## config.mk

```make
export PLATFORM = sky130hd
export DESIGN_NAME = food_placer
export DESIGN_NICKNAME = d
export VERILOG_FILES = /design/src/rtl/snake_pkg.sv /design/src/rtl/food_cand_gen.sv /design/src/rtl/food_placer.sv
export SDC_FILE = /design/constraint.sdc
export NUM_CORES = 1
export LEC_CHECK = 0
export ABC_AREA = 1
export CORE_MARGIN = 1
export CORE_UTILIZATION = 48
export CTS_CLUSTER_DIAMETER = 100
export CTS_CLUSTER_SIZE = 20
export DETAILED_ROUTE_END_ITERATION = 10
export PLACE_DENSITY_LB_ADDON = 0.12
export SYNTH_ARGS = -nofsm -noshare
export SYNTH_HDL_FRONTEND = slang
export SYNTH_SLANG_ARGS = --single-unit
```

## constraint.sdc

```tcl
create_clock -name clock -period 1.4 [get_ports clock]
set_input_delay 0.35 -clock clock [delete_from_list [all_inputs] [get_ports clock]]
set_output_delay 0.35 -clock clock [all_outputs]
set_load 0.01 [all_outputs]
```

## src/rtl/snake_pkg.sv

```systemverilog
// Shared types and defaults for the Snake food placer: grid geometry,
// coordinate types and the placer state encoding.
package snake_pkg;

  localparam int GRID_W_DEF    = 40;
  localparam int GRID_H_DEF    = 30;
  localparam int X_BITS_DEF    = 6;
  localparam int Y_BITS_DEF    = 5;
  localparam int MAX_TRIES_DEF = 8;
  localparam int RND_BITS      = 15;

  typedef logic [X_BITS_DEF-1:0] coord_x_t;
  typedef logic [Y_BITS_DEF-1:0] coord_y_t;

  typedef enum logic [2:0] {
    IDLE   = 3'd0,
    SAMPLE = 3'd1,
    WAIT   = 3'd2,
    CHECK  = 3'd3,
    SCAN_Q = 3'd4,
    SCAN_W = 3'd5,
    SCAN_C = 3'd6
  } fp_state_t;

  // True when a candidate coordinate lies on the playfield.
  function automatic logic in_grid(input logic [15:0] x, input logic [15:0] y,
                                   input int unsigned w, input int unsigned h);
    return (32'(x) < w) && (32'(y) < h);
  endfunction

endpackage

```

## src/rtl/food_cand_gen.sv

```systemverilog
// Candidate generator: salts the LFSR word with a free-running counter so a
// static rnd still yields a new candidate every cycle, and flags in-range ones.
module food_cand_gen
  import snake_pkg::*;
#(
  parameter int GRID_W = GRID_W_DEF,
  parameter int GRID_H = GRID_H_DEF,
  parameter int X_BITS = X_BITS_DEF,
  parameter int Y_BITS = Y_BITS_DEF
) (
  input  logic                clock,
  input  logic                reset,
  input  logic [RND_BITS-1:0] rnd,
  output logic [X_BITS-1:0]   cand_x,
  output logic [Y_BITS-1:0]   cand_y,
  output logic                cand_ok
);

  logic [RND_BITS-1:0] salt_q, salt_d;
  logic [RND_BITS-1:0] cand_s;

  always_comb begin
    salt_d  = salt_q + 15'd1;
    cand_s  = rnd ^ salt_q;
    cand_x  = cand_s[X_BITS-1:0];
    cand_y  = cand_s[X_BITS+Y_BITS-1:X_BITS];
    cand_ok = in_grid(16'(cand_x), 16'(cand_y), GRID_W, GRID_H);
  end

  always_ff @(posedge clock) begin
    if (reset) begin
      salt_q <= 15'd0;
    end else begin
      salt_q <= salt_d;
    end
  end

  // Bits above the coordinate fields play no part in placement.
  if (X_BITS + Y_BITS < RND_BITS) begin : g_hi
    logic unused_hi_s;
    assign unused_hi_s = ^cand_s[RND_BITS-1:X_BITS+Y_BITS];
  end

endmodule

```

## src/rtl/food_placer.sv

```systemverilog
// Snake food placer: samples salted random cells against the occupancy memory
// and publishes the first free one. FOOD_SCAN_FALLBACK_EN adds a raster scan.
module food_placer
  import snake_pkg::*;
#(
  parameter int GRID_W    = GRID_W_DEF,
  parameter int GRID_H    = GRID_H_DEF,
  parameter int X_BITS    = X_BITS_DEF,
  parameter int Y_BITS    = Y_BITS_DEF,
  parameter int MAX_TRIES = MAX_TRIES_DEF
) (
  input  logic                clock,
  input  logic                reset,
  input  logic [RND_BITS-1:0] rnd,
  input  logic                place_req,
  output logic                query_en,
  output logic [X_BITS-1:0]   query_x,
  output logic [Y_BITS-1:0]   query_y,
  input  logic                occupied,
  output logic [X_BITS-1:0]   food_x,
  output logic [Y_BITS-1:0]   food_y,
  output logic                food_valid,
  output logic                busy,
  output logic                fail
);

  localparam int TRIES_W = $clog2(MAX_TRIES + 1);
  localparam logic [TRIES_W-1:0] TRIES_MAX = TRIES_W'(MAX_TRIES);

  fp_state_t            state_q, state_d, reject_st_s;
  logic [TRIES_W-1:0]   tries_q, tries_d, tries_inc_s;
  logic                 query_en_q, query_en_d;
  logic [X_BITS-1:0]    query_x_q, query_x_d, food_x_q, food_x_d, cand_x_s;
  logic [Y_BITS-1:0]    query_y_q, query_y_d, food_y_q, food_y_d, cand_y_s;
  logic                 food_valid_q, food_valid_d;
  logic                 busy_q, busy_d;
  logic                 cand_ok_s;
`ifdef FOOD_SCAN_FALLBACK_EN
  localparam logic [X_BITS-1:0] X_LAST = X_BITS'(GRID_W - 1);
  localparam logic [Y_BITS-1:0] Y_LAST = Y_BITS'(GRID_H - 1);
  logic [X_BITS-1:0]    scan_x_q, scan_x_d;
  logic [Y_BITS-1:0]    scan_y_q, scan_y_d;
  logic                 fail_q, fail_d;
`endif

  food_cand_gen #(
    .GRID_W (GRID_W),
    .GRID_H (GRID_H),
    .X_BITS (X_BITS),
    .Y_BITS (Y_BITS)
  ) u_cand (
    .clock   (clock),
    .reset   (reset),
    .rnd     (rnd),
    .cand_x  (cand_x_s),
    .cand_y  (cand_y_s),
    .cand_ok (cand_ok_s)
  );

  // Saturating so the count stays meaningful when the limit is not acted on.
  always_comb begin
    if (tries_q == TRIES_MAX) begin
      tries_inc_s = tries_q;
    end else begin
      tries_inc_s = tries_q + TRIES_W'(1);
    end
`ifdef FOOD_SCAN_FALLBACK_EN
    reject_st_s = (tries_inc_s == TRIES_MAX) ? SCAN_Q : SAMPLE;
`else
    reject_st_s = SAMPLE;
`endif
  end

  always_comb begin
    state_d      = state_q;
    tries_d      = tries_q;
    query_en_d   = 1'b0;
    query_x_d    = query_x_q;
    query_y_d    = query_y_q;
    food_x_d     = food_x_q;
    food_y_d     = food_y_q;
    food_valid_d = food_valid_q;
    busy_d       = busy_q;
`ifdef FOOD_SCAN_FALLBACK_EN
    scan_x_d     = scan_x_q;
    scan_y_d     = scan_y_q;
    fail_d       = 1'b0;
`endif
    case (state_q)
      IDLE: begin
        if (place_req) begin
          food_valid_d = 1'b0;
          busy_d       = 1'b1;
          tries_d      = '0;
          state_d      = SAMPLE;
`ifdef FOOD_SCAN_FALLBACK_EN
          scan_x_d     = '0;
          scan_y_d     = '0;
`endif
        end else begin
          state_d = IDLE;
        end
      end
      SAMPLE: begin
        if (cand_ok_s) begin
          query_en_d = 1'b1;
          query_x_d  = cand_x_s;
          query_y_d  = cand_y_s;
          state_d    = WAIT;
        end else begin
          tries_d = tries_inc_s;
          state_d = reject_st_s;
        end
      end
      WAIT: begin
        state_d = CHECK;
      end
      CHECK: begin
        if (!occupied) begin
          food_x_d     = query_x_q;
          food_y_d     = query_y_q;
          food_valid_d = 1'b1;
          busy_d       = 1'b0;
          state_d      = IDLE;
        end else begin
          tries_d = tries_inc_s;
          state_d = reject_st_s;
        end
      end
`ifdef FOOD_SCAN_FALLBACK_EN
      SCAN_Q: begin
        query_en_d = 1'b1;
        query_x_d  = scan_x_q;
        query_y_d  = scan_y_q;
        state_d    = SCAN_W;
      end
      SCAN_W: begin
        state_d = SCAN_C;
      end
      SCAN_C: begin
        if (!occupied) begin
          food_x_d     = query_x_q;
          food_y_d     = query_y_q;
          food_valid_d = 1'b1;
          busy_d       = 1'b0;
          state_d      = IDLE;
        end else if ((scan_x_q == X_LAST) && (scan_y_q == Y_LAST)) begin
          fail_d  = 1'b1;
          busy_d  = 1'b0;
          state_d = IDLE;
        end else if (scan_x_q == X_LAST) begin
          scan_x_d = '0;
          scan_y_d = scan_y_q + Y_BITS'(1);
          state_d  = SCAN_Q;
        end else begin
          scan_x_d = scan_x_q + X_BITS'(1);
          state_d  = SCAN_Q;
        end
      end
`endif
      default: begin
        state_d = IDLE;
      end
    endcase
  end

  always_ff @(posedge clock) begin
    if (reset) begin
      state_q      <= IDLE;
      tries_q      <= '0;
      query_en_q   <= 1'b0;
      query_x_q    <= '0;
      query_y_q    <= '0;
      food_x_q     <= '0;
      food_y_q     <= '0;
      food_valid_q <= 1'b0;
      busy_q       <= 1'b0;
`ifdef FOOD_SCAN_FALLBACK_EN
      scan_x_q     <= '0;
      scan_y_q     <= '0;
      fail_q       <= 1'b0;
`endif
    end else begin
      state_q      <= state_d;
      tries_q      <= tries_d;
      query_en_q   <= query_en_d;
      query_x_q    <= query_x_d;
      query_y_q    <= query_y_d;
      food_x_q     <= food_x_d;
      food_y_q     <= food_y_d;
      food_valid_q <= food_valid_d;
      busy_q       <= busy_d;
`ifdef FOOD_SCAN_FALLBACK_EN
      scan_x_q     <= scan_x_d;
      scan_y_q     <= scan_y_d;
      fail_q       <= fail_d;
`endif
    end
  end

  assign query_en   = query_en_q;
  assign query_x    = query_x_q;
  assign query_y    = query_y_q;
  assign food_x     = food_x_q;
  assign food_y     = food_y_q;
  assign food_valid = food_valid_q;
  assign busy       = busy_q;
`ifdef FOOD_SCAN_FALLBACK_EN
  assign fail       = fail_q;
`else
  assign fail       = 1'b0;
`endif

endmodule

```

# Word level (Yosys, flattened, before mapping)
# Index checks and enable logic that the tools add are counted.
# classes
n_mul	0
magnitude_cmp	2
n_mux	11
addsub	1
eq_ne	5
bitwise_logic	3
div	0
n_reduce_logical	7
n_shift	0
# ops
cell	count
adder 15 x 1 -> 15 bit (second input constant)	1
one-hot mux 3 bit (4 select lines)	1
XOR 11 bit	1
two-way mux 1 bit	7
equality test 3 x 2 -> 1 bit (second input constant)	2
less-than comparator 6 bit (second input constant)	1
less-than comparator 5 bit (second input constant)	1
inequality test 2 bit (second input constant)	2
one-hot mux 1 bit (2 select lines)	2
AND reduction 2 bit	2
equality test 3 x 1 -> 1 bit (second input constant)	1
zero test 3 bit	1
AND reduction 3 bit	1
two-way mux 2 bit	1
inverter 1 bit	2
nonzero test 2 bit	1
OR reduction 2 bit	1
logical AND 1 bit	1
# totals
wordCells	38
mem_count	0
rom_bits	0
reg_bits	43
ramBits	0
latch_bits	0
output_inout_bits	26
inputBits	19

# Depth between registers and ports, before layout
# Gate-level depths: netlist of the first run.
# depth
ltp_word	5
ltp_mapped	10
ltp_nobuf	9

# Modules after synthesis
# Synthesis of the first run repeated with hierarchy kept, for this count alone.
# hier_totals
hier_cells	220
area_unflattened_um2	1676.6
# modules_own_cells
module	cells_per_inst	area_per_inst_um2	instances	seq_area_each_um2
food_placer	125	1042.2	1	540.5
food_cand_gen	95	634.4	1	220.2

# Worst setup path after synthesis of the first run
# OpenSTA, ideal clock, no wires.
# synth_timing
kind	flip-flop to flip-flop
start	register u_cand.salt_q[5]
end	register query_x_q[0] (netlist: query_x[0])
setup_ps	109
n_path_buf	1
stages_incl_launch_ff	8
t_required_ps	1291
period_less_slack_ps	1153
arrival_time_ps	1044
path_slack_ps	247
path_cell_list	dfxtp_1 > xor2_1 > nand2_2 > nand3_4 > buf_12 > nand2_2 > inv_2 > nor2_2
# synth_via
elab_chain_len	4
# synth_lines
item	line_no	source
start, declared	food_cand_gen.sv:19	logic [RND_BITS-1:0] salt_q, salt_d;
start signal, assigned	food_cand_gen.sv:34	salt_q <= salt_d;
XOR 11 bit	food_cand_gen.sv:24	cand_s = rnd ^ salt_q;
less-than comparator 6 bit	snake_pkg.sv:28	return (32'(x) < w) && (32'(y) < h);
logical AND 1 bit	snake_pkg.sv:28	
AND reduction 2 bit (no source line)	-	
end signal, assigned	food_placer.sv:187	query_x_q <= query_x_d;
end, declared	food_placer.sv:33	logic [X_BITS-1:0] query_x_q, query_x_d, food_x_q, food_x_d, cand_x_s;
# No other way between the ends.
# A chain may end at the register's enable or synchronous reset.

# Worst setup path after layout of the first run
# layout_timing
start	register u_cand.salt_q[9]
end	register query_y_q[1] (netlist: query_y[1])
# layout_via
elab_chain_len	4
# layout_lines
item	line_no	source
XOR 11 bit	food_cand_gen.sv:24	
less-than comparator 5 bit	snake_pkg.sv:28	
logical AND 1 bit	snake_pkg.sv:28	
AND reduction 2 bit (no source line)	-	
end signal, assigned	food_placer.sv:188	query_y_q <= query_y_d;
end, declared	food_placer.sv:34	logic [Y_BITS-1:0] query_y_q, query_y_d, food_y_q, food_y_d, cand_y_s;
# No other way between the ends.

==> flow_summary.toml, run 1 <==
[global_route]
grt_antenna_before_repair = 0
grt_pass1_wl_um = 6000
overflow = 0
track_usage_pct = 19.7
gr-usage-met3_pct = 4.56
grt_max_degree = 23
use_met2_pct = 33.3
grt_pass1_vias = 1428
grt_util_met1_pct = 23.2
busiest_layer = "met2"

[cts]
htree_levels = 2
cts_buffer_depth = 2
cts_sinks = 38
cts_hold_buf = 0
cts_tree = "done"
cts_made_buffers = 5
clk_pin_slew_ps = 70
cts-root-buf = "clkbuf_8"
post_cts_buffers = 0
clock_latency_ps = 280

[pwr]
internal_power_uw = 1890
clkPwrFrac_pct = 36.8
p_leak_uw = 0.00120
combPwrFrac_pct = 16.6
seq_power_share_pct = 46.5
p_per_area_mw_per_mm2 = 1030
netSwitchingFraction_pct = 24.3
irDropWorstVdd_mv = 0.840
power_uw = 2500
p_switching_uw = 606

[yosys]
syn-mean-instance-area_um2 = 7.30
synthFlopType = "dfxtp_1"
synth-compound-area-share_pct = 10.6
yosysMostFrequentCell = "nand2_1"
yosys_warnings = 0
synth_area_leaders = "dfxtp_1 43%, nand2_1 11%, inv_1 7.0%"
syn-num-nets = 262
syn_area_mm2 = 0.00177
ys_ff_latch = 38
synth_mux_area_share_pct = 0
yosysUniqueCellTypes = 25
synthAdderAreaFrac_pct = 0.709
yosys.area_share.simple_pct = 29.2
synthCells = 242
yosysTopAreaCellShare_pct = 43.1
synth_edf_count = 0
postSynth.asyncResetShare_pct = 0
synth.cells.most_frequent = "50 x nand2_1, 38 x dfxtp_1, 33 x inv_1, 21 x a21oi_1, 14 x o21ai_0"
synth-xor-area-share_pct = 2.98
synth_area_leader_cell = "dfxtp_1"
synth-seq-area-share_pct = 43.1
synth_top_family_by_area = "simple AND/OR/NAND/NOR gates"

[placement]
port-buffer-count = 39
place.gp.congestion = 0.791
dp_hpwl_um = 2450
dp_cells = 332

[sta]
slew_viol_final = 0
final.min_clock_period_ps = 1240
fin_crit_sh_pct = 88.3
hold_slack_ps = 460
grt_setup_unrepaired = "no"
hold_viol = 0
skew_ps = 5.16
fmax_mhz = 809
setup-violations-final = 0

[worst_setup_path]
cp.required_ps = 1590
path_cells = "inv_1, nand2_1, nand2_1, nor2_1, nand2_2, buf_2, nand4_1, nand2_1, nor2_2"
crit_top_cell = "nand2_1"
cp-start-kind = "flop"
arrival_ps = 1420
cp_top_family = "simple AND/OR/NAND/NOR gates"
crit_slowest_cell = "dfxtp_1"
crit_path_max_incr_delay_ps = 310
worst-path-buf-inv = 2
critPathMaxFanout = 6
critPathKind = "reg2reg"
crit_path_end_kind = "flop"

[detailed_routing]
ant_nets = 0
vias = 1589
firstDrtPassIters = 4
route.detailed.drc = 0
wire_per_inst_um = 10.0
viasPerCell = 4.66
drt_iter0_markers = 64
routed_wl_um = 3420

[floorplanning]
core_mm2 = 0.00344
die_y_um = 62.6
die_w_um = 62.6
dieArea_mm2 = 0.00392
initial_core_util_pct = 51.3
std_cell_rows = 21
io_pins = 45

[run]
cap_violations = 0

[cells_and_area]
instances_no_fill = 341
area_growth_pct = 37.7
fin_util_pct = 70.6
fin_nets = 315
seq_area_um2 = 763
multi_input_area_um2 = 822
fillers = 307
drive_above_1_share_pct = 22.4
antenna_cells = 0

[min_path]
hold_path_class = "reg2reg"

[status]
status = "completed"
[worst register-to-register path: stages, from the launching register on]
cell and delay, ps:
dfxtp_1 310, inv_1 110, nand2_1 60, nand2_1 70
nor2_1 50, nand2_2 140, buf_2 190, nand4_1 90
nand2_1 80, nor2_2 30
[cell families after synthesis]
family / Yosys count
flip-flops: 38
XOR/XNOR: 6
adder cells (fa/ha/maj): 1
AO/OA/AOI/OAI: 37
buffers and inverters: 52
AND/OR/NAND/NOR: 107
other: 1
[repair_timing]
action	4_1_cts	5_1_grt
gates cloned	0	2
resized for setup	25	22
pin swaps	0	5
setup endpoints to repair	25	15
[sequential cells by signal, indices dropped and copies added (netlist names), 2 cells and up]
| register | cells |
|---|---|
| query_y | 5 |
| query_x | 6 |
| u_cand.salt_q | 11 |
| food_x | 6 |
| food_y | 5 |
| state_q | 2 |
[stage by stage]
step | cell area (µm²) | worst slack, ps | TNS, ps
6_report | 2430 | 164 | 0
5_1_grt | 2430 | 3.39 | 0
4_1_cts | 2340 | 11.5 | 0
3_5_place_dp | 2260 | -293 | -4490
3_3_place_gp | 2260 | -272 | -4310
2_1_floorplan | 1770 | 247 | 0
[power groups by stage]
| stage | clock network [µW] | logic, µW | registers, µW |
|---|---|---|---|
| 2_1_floorplan | 0 | 241 | 1200 |
| 3_3_place_gp | 0 | 420 | 1190 |
| 3_5_place_dp | 0 | 425 | 1190 |
| 4_1_cts | 946 | 402 | 1160 |
| 5_1_grt | 1000 | 469 | 1170 |
| 6_report | 921 | 416 | 1160 |
[routing by layer]
layer | part of all wire (%) | vias up | routed length [µm]
met5 | 0 | - | 0
met4 | 1.1 | 0 | 37
met3 | 3.7 | 4 | 125
met2 | 47 | 37 | 1600
met1 | 48 | 689 | 1650
li1 | - | 859 | -
[area by class of cell]
class | count | area share [%]
multi-input cells | 153 | 33.8
flip-flops and latches | 38 | 31.4
clock buffers | 6 | 3.40
well taps | 46 | 2.37
clock inverters | 1 | 1.24
repair buffers | 55 | 21.3
inverters | 42 | 6.48
[placed cells by master, fill, tap and decap left out, types with 2 or more instances in the layout]
master	netlist	layout
nand2_1	50	45
dfxtp_1	38	36
inv_1	33	33
dlygate4sd2_1	0	25
a21oi_1	21	21
nand2_2	10	14
o21ai_0	14	14
nor2_2	13	13
nand4_1	12	12
buf_4	2	12
nor2_1	11	10
inv_2	9	9
dlymetal6s2s_1	0	7
clkdlybuf4s50_1	0	7
nor3_1	6	6
clkbuf_8	0	6
xnor2_1	5	5
nand3_1	4	4
nand3_4	1	2
dfxtp_2	0	2
[final timing paths]
path / from / end / slack, ps / depth (start not counted)
hold reg to reg: food_valid / food_valid / 460 / 2
setup reg to reg: u_cand.salt_q[9] / query_y[1] / 160 / 9
setup / recovery: u_cand.salt_q[9] / query_y[1] / 160 / 9
hold / removal: food_valid / food_valid / 460 / 2
No activity file was read; power rests on OpenSTA's default activity.
==> inputs of run 2 (changes only) <==
--- a/config.mk
+++ b/config.mk
@@ -12,6 +12,7 @@
 export CTS_CLUSTER_SIZE = 20
 export DETAILED_ROUTE_END_ITERATION = 10
 export PLACE_DENSITY_LB_ADDON = 0.12
+export SLEW_MARGIN = 5
 export SYNTH_ARGS = -nofsm -noshare
 export SYNTH_HDL_FRONTEND = slang
 export SYNTH_SLANG_ARGS = --single-unit
==> results of run 2 <==
Same layout as run 1: the final DEF is identical, and so are final timing and power.
